## config.mk

```make
export PLATFORM = sky130hd
export DESIGN_NAME = mem_arbiter
export DESIGN_NICKNAME = d
export VERILOG_FILES = /design/src/rtl/mem_arbiter.sv
export SDC_FILE = /design/constraint.sdc
export NUM_CORES = 1
export LEC_CHECK = 0
export BUFFER_PORTS_ARGS = -buffer_cell sky130_fd_sc_hd__buf_2
export CAP_MARGIN = 20
export CORE_UTILIZATION = 48
export CTS_BUF_LIST = sky130_fd_sc_hd__clkbuf_8
export DETAILED_ROUTE_END_ITERATION = 10
export PLACE_DENSITY = 0.82
export SKIP_CTS_REPAIR_TIMING = 1
export SYNTH_ARGS = -nofsm -noshare
export SYNTH_HDL_FRONTEND = slang
export SYNTH_SLANG_ARGS = --single-unit
```

## constraint.sdc

```tcl
create_clock -name clk -period 1.9 [get_ports clk]
set_input_delay 0.285 -clock clk [delete_from_list [all_inputs] [get_ports clk]]
set_output_delay 0.285 -clock clk [all_outputs]
set_load 0.02 [all_outputs]
```

## src/rtl/mem_arbiter.sv

```systemverilog
// mem_arbiter: shares one memory bus between fetch and data ports with a timeout watchdog.
// Define MEM_ARB_RR_EN for round-robin tie-breaking; otherwise data wins ties.
module mem_arbiter #(
  parameter int TIMEOUT_CYCLES = 64
) (
  input  logic        clk,
  input  logic        reset,
  input  logic        i_req,
  input  logic [31:0] i_addr,
  output logic [31:0] i_rdata,
  output logic        i_done,
  input  logic        d_req,
  input  logic        d_we,
  input  logic [31:0] d_addr,
  input  logic [31:0] d_wdata,
  output logic [31:0] d_rdata,
  output logic        d_done,
  output logic        m_req,
  output logic        m_we,
  output logic [31:0] m_addr,
  output logic [31:0] m_wdata,
  input  logic [31:0] m_rdata,
  input  logic        m_ready,
  output logic        owner,
  output logic        busy,
  output logic        err
);
  localparam logic [1:0] IDLE = 2'd0, ACCESS = 2'd1, DONE = 2'd2;
  localparam logic [7:0] LIMIT = 8'(TIMEOUT_CYCLES - 1);
  logic [1:0]  state_q, state_d;
  logic [7:0]  cnt_q, cnt_d;
  logic        err_q, err_d, owner_q, owner_d, m_we_q, m_we_d, gnt, fin;
  logic [31:0] m_addr_q, m_addr_d, m_wdata_q, m_wdata_d, i_rdata_q, i_rdata_d, d_rdata_q, d_rdata_d;
  logic [31:0] cap;
`ifdef MEM_ARB_RR_EN
  logic last_q, last_d;
  assign gnt = d_req & (~i_req | ~last_q);
  assign last_d = (state_q == IDLE && (i_req || d_req)) ? gnt : last_q;
  always_ff @(posedge clk or negedge reset)
    if (!reset) last_q <= 1'b0;
    else last_q <= last_d;
`else
  assign gnt = d_req;
`endif
  // A timeout completes with zero data; m_ready on the limit edge still wins.
  assign fin = m_ready || cnt_q == LIMIT;
  assign cap = m_ready ? m_rdata : 32'h0;
  always_comb begin
    state_d   = state_q;
    cnt_d     = cnt_q;
    err_d     = err_q;
    owner_d   = owner_q;
    m_we_d    = m_we_q;
    m_addr_d  = m_addr_q;
    m_wdata_d = m_wdata_q;
    i_rdata_d = i_rdata_q;
    d_rdata_d = d_rdata_q;
    if (state_q == IDLE) begin
      if (i_req || d_req) begin
        state_d   = ACCESS;
        cnt_d     = 8'd0;
        err_d     = 1'b0;
        owner_d   = gnt;
        m_we_d    = gnt & d_we;
        m_addr_d  = gnt ? d_addr : i_addr;
        m_wdata_d = gnt ? d_wdata : 32'h0;
      end
    end else if (state_q == ACCESS) begin
      state_d   = fin ? DONE : ACCESS;
      cnt_d     = fin ? cnt_q : cnt_q + 8'd1;
      err_d     = fin & ~m_ready;
      i_rdata_d = (fin && !owner_q) ? cap : i_rdata_q;
      d_rdata_d = (fin && owner_q) ? cap : d_rdata_q;
    end else begin
      state_d = IDLE;
    end
  end
  always_ff @(posedge clk or negedge reset)
    if (!reset) begin
      state_q   <= IDLE;
      cnt_q     <= 8'd0;
      err_q     <= 1'b0;
      owner_q   <= 1'b0;
      m_we_q    <= 1'b0;
      m_addr_q  <= 32'h0;
      m_wdata_q <= 32'h0;
      i_rdata_q <= 32'h0;
      d_rdata_q <= 32'h0;
    end else begin
      state_q   <= state_d;
      cnt_q     <= cnt_d;
      err_q     <= err_d;
      owner_q   <= owner_d;
      m_we_q    <= m_we_d;
      m_addr_q  <= m_addr_d;
      m_wdata_q <= m_wdata_d;
      i_rdata_q <= i_rdata_d;
      d_rdata_q <= d_rdata_d;
    end
  assign m_req   = state_q == ACCESS;
  assign busy    = state_q != IDLE;
  assign owner   = owner_q;
  assign m_we    = m_we_q;
  assign m_addr  = m_addr_q;
  assign m_wdata = m_wdata_q;
  assign i_rdata = i_rdata_q;
  assign d_rdata = d_rdata_q;
  assign i_done  = state_q == DONE && !owner_q;
  assign d_done  = state_q == DONE && owner_q;
  assign err     = state_q == DONE && err_q;
endmodule

```

# [Word-level counts from Yosys, hierarchy flattened]
# Index checks and enable logic that the tools add are counted.
# Widths: inputs -> output; s select.
[word_totals] out_inout_bits=135 elab_cells=49 ff_bits=141
[op_classes] addsub=1 n_mux=14 reduce_logical=16 bitwise=4 eq_ne=5
[ops] op="$mux 32" count=3
[ops] op="$mux 8" count=4
[ops] op="$reduce_and 3->1" count=3
[ops] op="$add 8x1->8 const B" count=1
[ops] op="$eq 8x6->1 const B" count=1
[ops] op="$mux 2" count=4
[ops] op="$logic_and 1x1->1" count=5
[ops] op="$ne 2x1->1 const B" count=2
[ops] op="$reduce_and 2->1" count=2
[ops] op="$reduce_bool 2->1" count=2
[ops] op="$mux 1" count=3
[ops] op="$and 1x1->1" count=2
[ops] op="$eq 2x1->1 const B" count=1
[ops] op="$eq 2x2->1 const B" count=1
[ops] op="$logic_not 2->1" count=1
[ops] op="$logic_or 1x1->1" count=2
[ops] op="$not 1->1" count=2
[ops] op="$logic_not 1->1" count=1

# [Depth between registers and ports, before layout]
[depth] word_depth=5 mapped_depth=6 depth_no_buf=5

# [Least setup slack after synthesis]
# Ideal clock, no wire load.
[synth_path] path_type="reg-to-output" from="register owner_q (netlist: owner)" to="output port i_done" arrival_time_ns=1.375 path_stages_with_launch=4 setup_slack_ns=0.240 path_cell_list="dfrtp_1 -> clkbuf_1 -> clkbuf_1 -> nor3b_1"
[synth_via] elab_chain_cells=2
[synth_lines] item="start: declaration" line_no="32" text="logic err_q, err_d, owner_q, owner_d, m_we_q, m_we_d, gnt, fin;"
[synth_lines] item="start signal: assignment" line_no="93" text="owner_q <= owner_d;"
[synth_lines] item="$logic_not 1->1" line_no="108" text="assign i_done = state_q == DONE && !owner_q;"
[synth_lines] item="$logic_and 1x1->1" line_no="108"
[synth_lines] item="end: declaration" line_no="11" text="output logic i_done,"
# Every way passes these cells.

# [Worst setup path in the final report]
[layout_path] from="register cnt_q[0]" to="register cnt_q[4]"
[layout_via] elab_chain_cells=4
[layout_lines] item="start: declaration" line_no="31" text="logic [7:0] cnt_q, cnt_d;"
[layout_lines] item="start signal: assignment" line_no="91" text="cnt_q <= cnt_d;"
[layout_lines] item="$add 8x1->8 / $eq 8x6->1 (equally long branches)" line_no="70, 46"
[layout_lines] item="$mux 8 / $logic_or 1x1->1 (equally long branches)" line_no="70, 46"
[layout_lines] item="$mux 8 / $ne 2x1->1 (equally long branches)"
[layout_lines] item="$mux 8 / $reduce_and 3->1 (equally long branches)"
# Parallel ways exist; a longest one is shown, timed or not. The select of a mux whose other input is x is not followed.
# A chain may end at the register's enable or synchronous reset.

==> results.md <==
- Crit path kind: reg -> reg
- Max stage delay cell, worst path: dfrtp_1
- FF-to-FF Start: cnt_q[0]
- Synthesized Nets: 597
- Area grow syn2layout: 33.4%
- CTS clk-pin slew, worst paths: 70 ps
- Cell family with most CP delay: compound AO/OA/AOI/OAI gates
- Post-Syn Area: about 5700 um^2
- Nets@finish: 861
- Worst Hold Path EP: m_wdata[24]
- Number of synthesis warnings: 0
- Root buf cell: clkbuf_8
- Gate Count Post-Synth: ~460
- TritonCTS clock tree: yes
- R2R Setup Slk: 140 ps
- FP Rows: 39
- Die Wd: 111 um
- Crit path largest cell delay: 390 ps
- Worst Path Arrival: 2100 ps
- ANT cells: 0
- Failing checks: DRC
- Crit path buffers/inverters: 1
- Fin crit share: 92.4%
- Maximum root-to-sink buffer count: 2
- VDD IR-drop max: 0.886 mV
- DPL Wire Length: 11.0 mm
- Rel. slew slack: a little under three quarters
- Sink Count: 141
- Worst hold stages: 2
- Final WL: 15.1 mm
- Initial antenna violation count: 0
- CTS H-tree lvls: 4
- DRT iter0 DRCs: 546
- Pre-CTS WS: around 47 ps
- Die area: 12,300 um^2
- Initial core utilization: 49.5%
- CP Data Required Time: between 2000 and 2500 ps
- Achievable Freq: 569 MHz
- First-pass GRT wire length: 24.2 mm
- Largest area contributor in the netlist: dfrtp_1
- Ranking of synthesized cells by area: dfrtp_1, a32o_1, mux2i_1
- Crit-path cells: ha_1, nand4_1, buf_4, o21bai_2, nand2_2, a31oi_1
- Drt via density: 5.52
- Gp weighted congestion: 0.829
- Vias in the first global route: 4,743
- Post-synthesis sequential area ratio: 61.9%
- Layout cells sized above 1: 43.6%
- Largest net degree at the start of global routing: 68
- Syn avg cell area: 12.3 um^2
- Fin. Hold Viols: 0
- Cell leakage power: 0.00396 uW
- Worst-Skew Late Latency: around 430 ps
- Slew Viols, Final: 0
- Finish-stage setup viols: 0
- I/O pin total: 269
- Setup ws final: 144 ps
- Setup TNS: 0 ps
- Type of the worst min-delay path: in -> reg
- Drt drc: 40
- Post-route minimum period: 1760 ps
- Worst-path fanout max: 6
- Post-route ant nets: 0
- Via count: 4,863
- First-pass detailed-route iteration total: 8
- Synth cell types: 35
- PortBufs: 268
- Slew @ Worst Pin: 423 ps
- Levels on crit path: 6
- TritonCTS Buffers: 17
- FF-to-FF path depth: 6
- Die Ht: between 100 and 150 um
- Power per cell area: about 1800 nW/um^2
- Worst setup EP type: flop
- Maxcap violations: 0
- RSZ-0062 raised after global routing: no
- Layout Skew: between 7 and 8 ps
- Total core area: between 10,000 and 15,000 um^2
- Reg2reg end: cnt_q[4]
- Gr ovfl total: 0
- Tot GR Track Use: roughly a quarter
- Seq cells post-synth: 141
- Status: finished, violations left
- Worst Setup Start Kind: flop
- Routed wire per std cell: 17.1 um
- Hold_sp: d_wdata[24]
- Synth top area share: between 60% and 70%
-- kinds of logic (layout without fill, tap and decap cells) --
logic type	Yosys count	after routing	synth area share, %
simple gates	93	94	7.37
mux	32	32	5.62
fa+ha+maj	1	1	0.219
flops	141	141	61.9
compound gates	151	151	21.3
buf+inv	44	319	3.66
-- flip-flops by register name, summed over array words and instances, names as in the netlist --
register  cells
cnt_q         8
state_q       2
d_rdata      32
owner         1
m_addr       32
m_wdata      32
err_q         1
m_we          1
i_rdata      32
-- worst max path at each step --
stage,from,end,slack (ps)
floorplan,owner,i_done,240
CTS,cnt_q[5],d_rdata[15],30
global route,cnt_q[0],d_rdata[15],40
detailed placement,cnt_q[5],d_rdata[15],50
global placement,cnt_q[5],d_rdata[8],130
finish,cnt_q[0],cnt_q[4],140
-- metal layers --
metal,vias up,part of all wire [%],global-route usage (%),wire [um]
li1,2254,-,-,-
met1,2340,40,31.7,6080
met2,247,50,42.8,7540
met3,22,7.9,6.01,1190
met4,0,1.7,9.13,260
met5,-,0,0,0
-- final cells by class --
cell class	count	area [um^2]
Fill cell	903	3910
Sequential cell	141	3530
Multi-Input combinational cell	278	2000
Timing Repair Buffer	284	1530
Clock buffer	17	234
Tap cell	143	179
Clock inverter	14	116
Inverter	4	15.0
-- through the flow --
step                      area, um^2  total power, uW  hold WS, ps  instances  utilization (%)
final                           7610            13500         74.0        881             66.0
after global routing            7610            14300         42.1        881             66.0
after CTS                       7570            13600         -244        879             65.8
after detailed placement        7220            11400          233        848             62.7
after global placement          7220            11100          229        848             62.7
after floorplan                 5700             9020        -10.6        462                -
-- power breakdown --
group / switching, uW / internal [uW] / leakage, uW / total [uW]
clock network: 1050 / 1120 / 0.000206 / 2170
registers: 851 / 4370 / 0.00178 / 5220
logic: 3830 / 2280 / 0.00198 / 6110
total: 5730 / 7770 / 0.00396 / 13500
-- layout by cell type (no fill, tap or decap), drive strengths merged --
master	count
dfrtp	141
o2bb2ai	32
a22o	33
nand2	70
o21ai	37
or3b	2
a21oi	3
and3b	2
a31oi	4
mux2i	32
a32o	32
bufinv	2
clkbuf	17
nor2	3
a21o	1
nand3	9
a41oi	2
and2	3
inv	10
clkinv	6
ha	1
dlygate4sd3	1
o21bai	3
nand4	1
nor3b	1
nor3	1
and2b	1
a31o	1
nand3b	1
o21ba	1
buf	283
a21boi	1
o311ai	1
-- Yosys cell counts (all sizes together) --
| master | n |
|---|---|
| nand3 | 8 |
| nand2 | 70 |
| or3b | 2 |
| clkbuf | 20 |
| and2b | 1 |
| nor2 | 3 |
| a21boi | 1 |
| nand3b | 1 |
| a21oi | 3 |
| o21ba | 1 |
| nor3b | 1 |
| a31o | 1 |
| mux2i | 32 |
| inv | 4 |
| a41oi | 2 |
| a32o | 32 |
| dfrtp | 141 |
| and2 | 3 |
| o311ai | 1 |
| nand4 | 1 |
| o21ai | 37 |
| ha | 1 |
| a22o | 33 |
| a21o | 1 |
| o21bai | 3 |
| o2bb2ai | 32 |
| nor3 | 1 |
| buf | 20 |
| and3b | 2 |
| a31oi | 4 |
No activity file was read; power rests on OpenSTA's default activity.
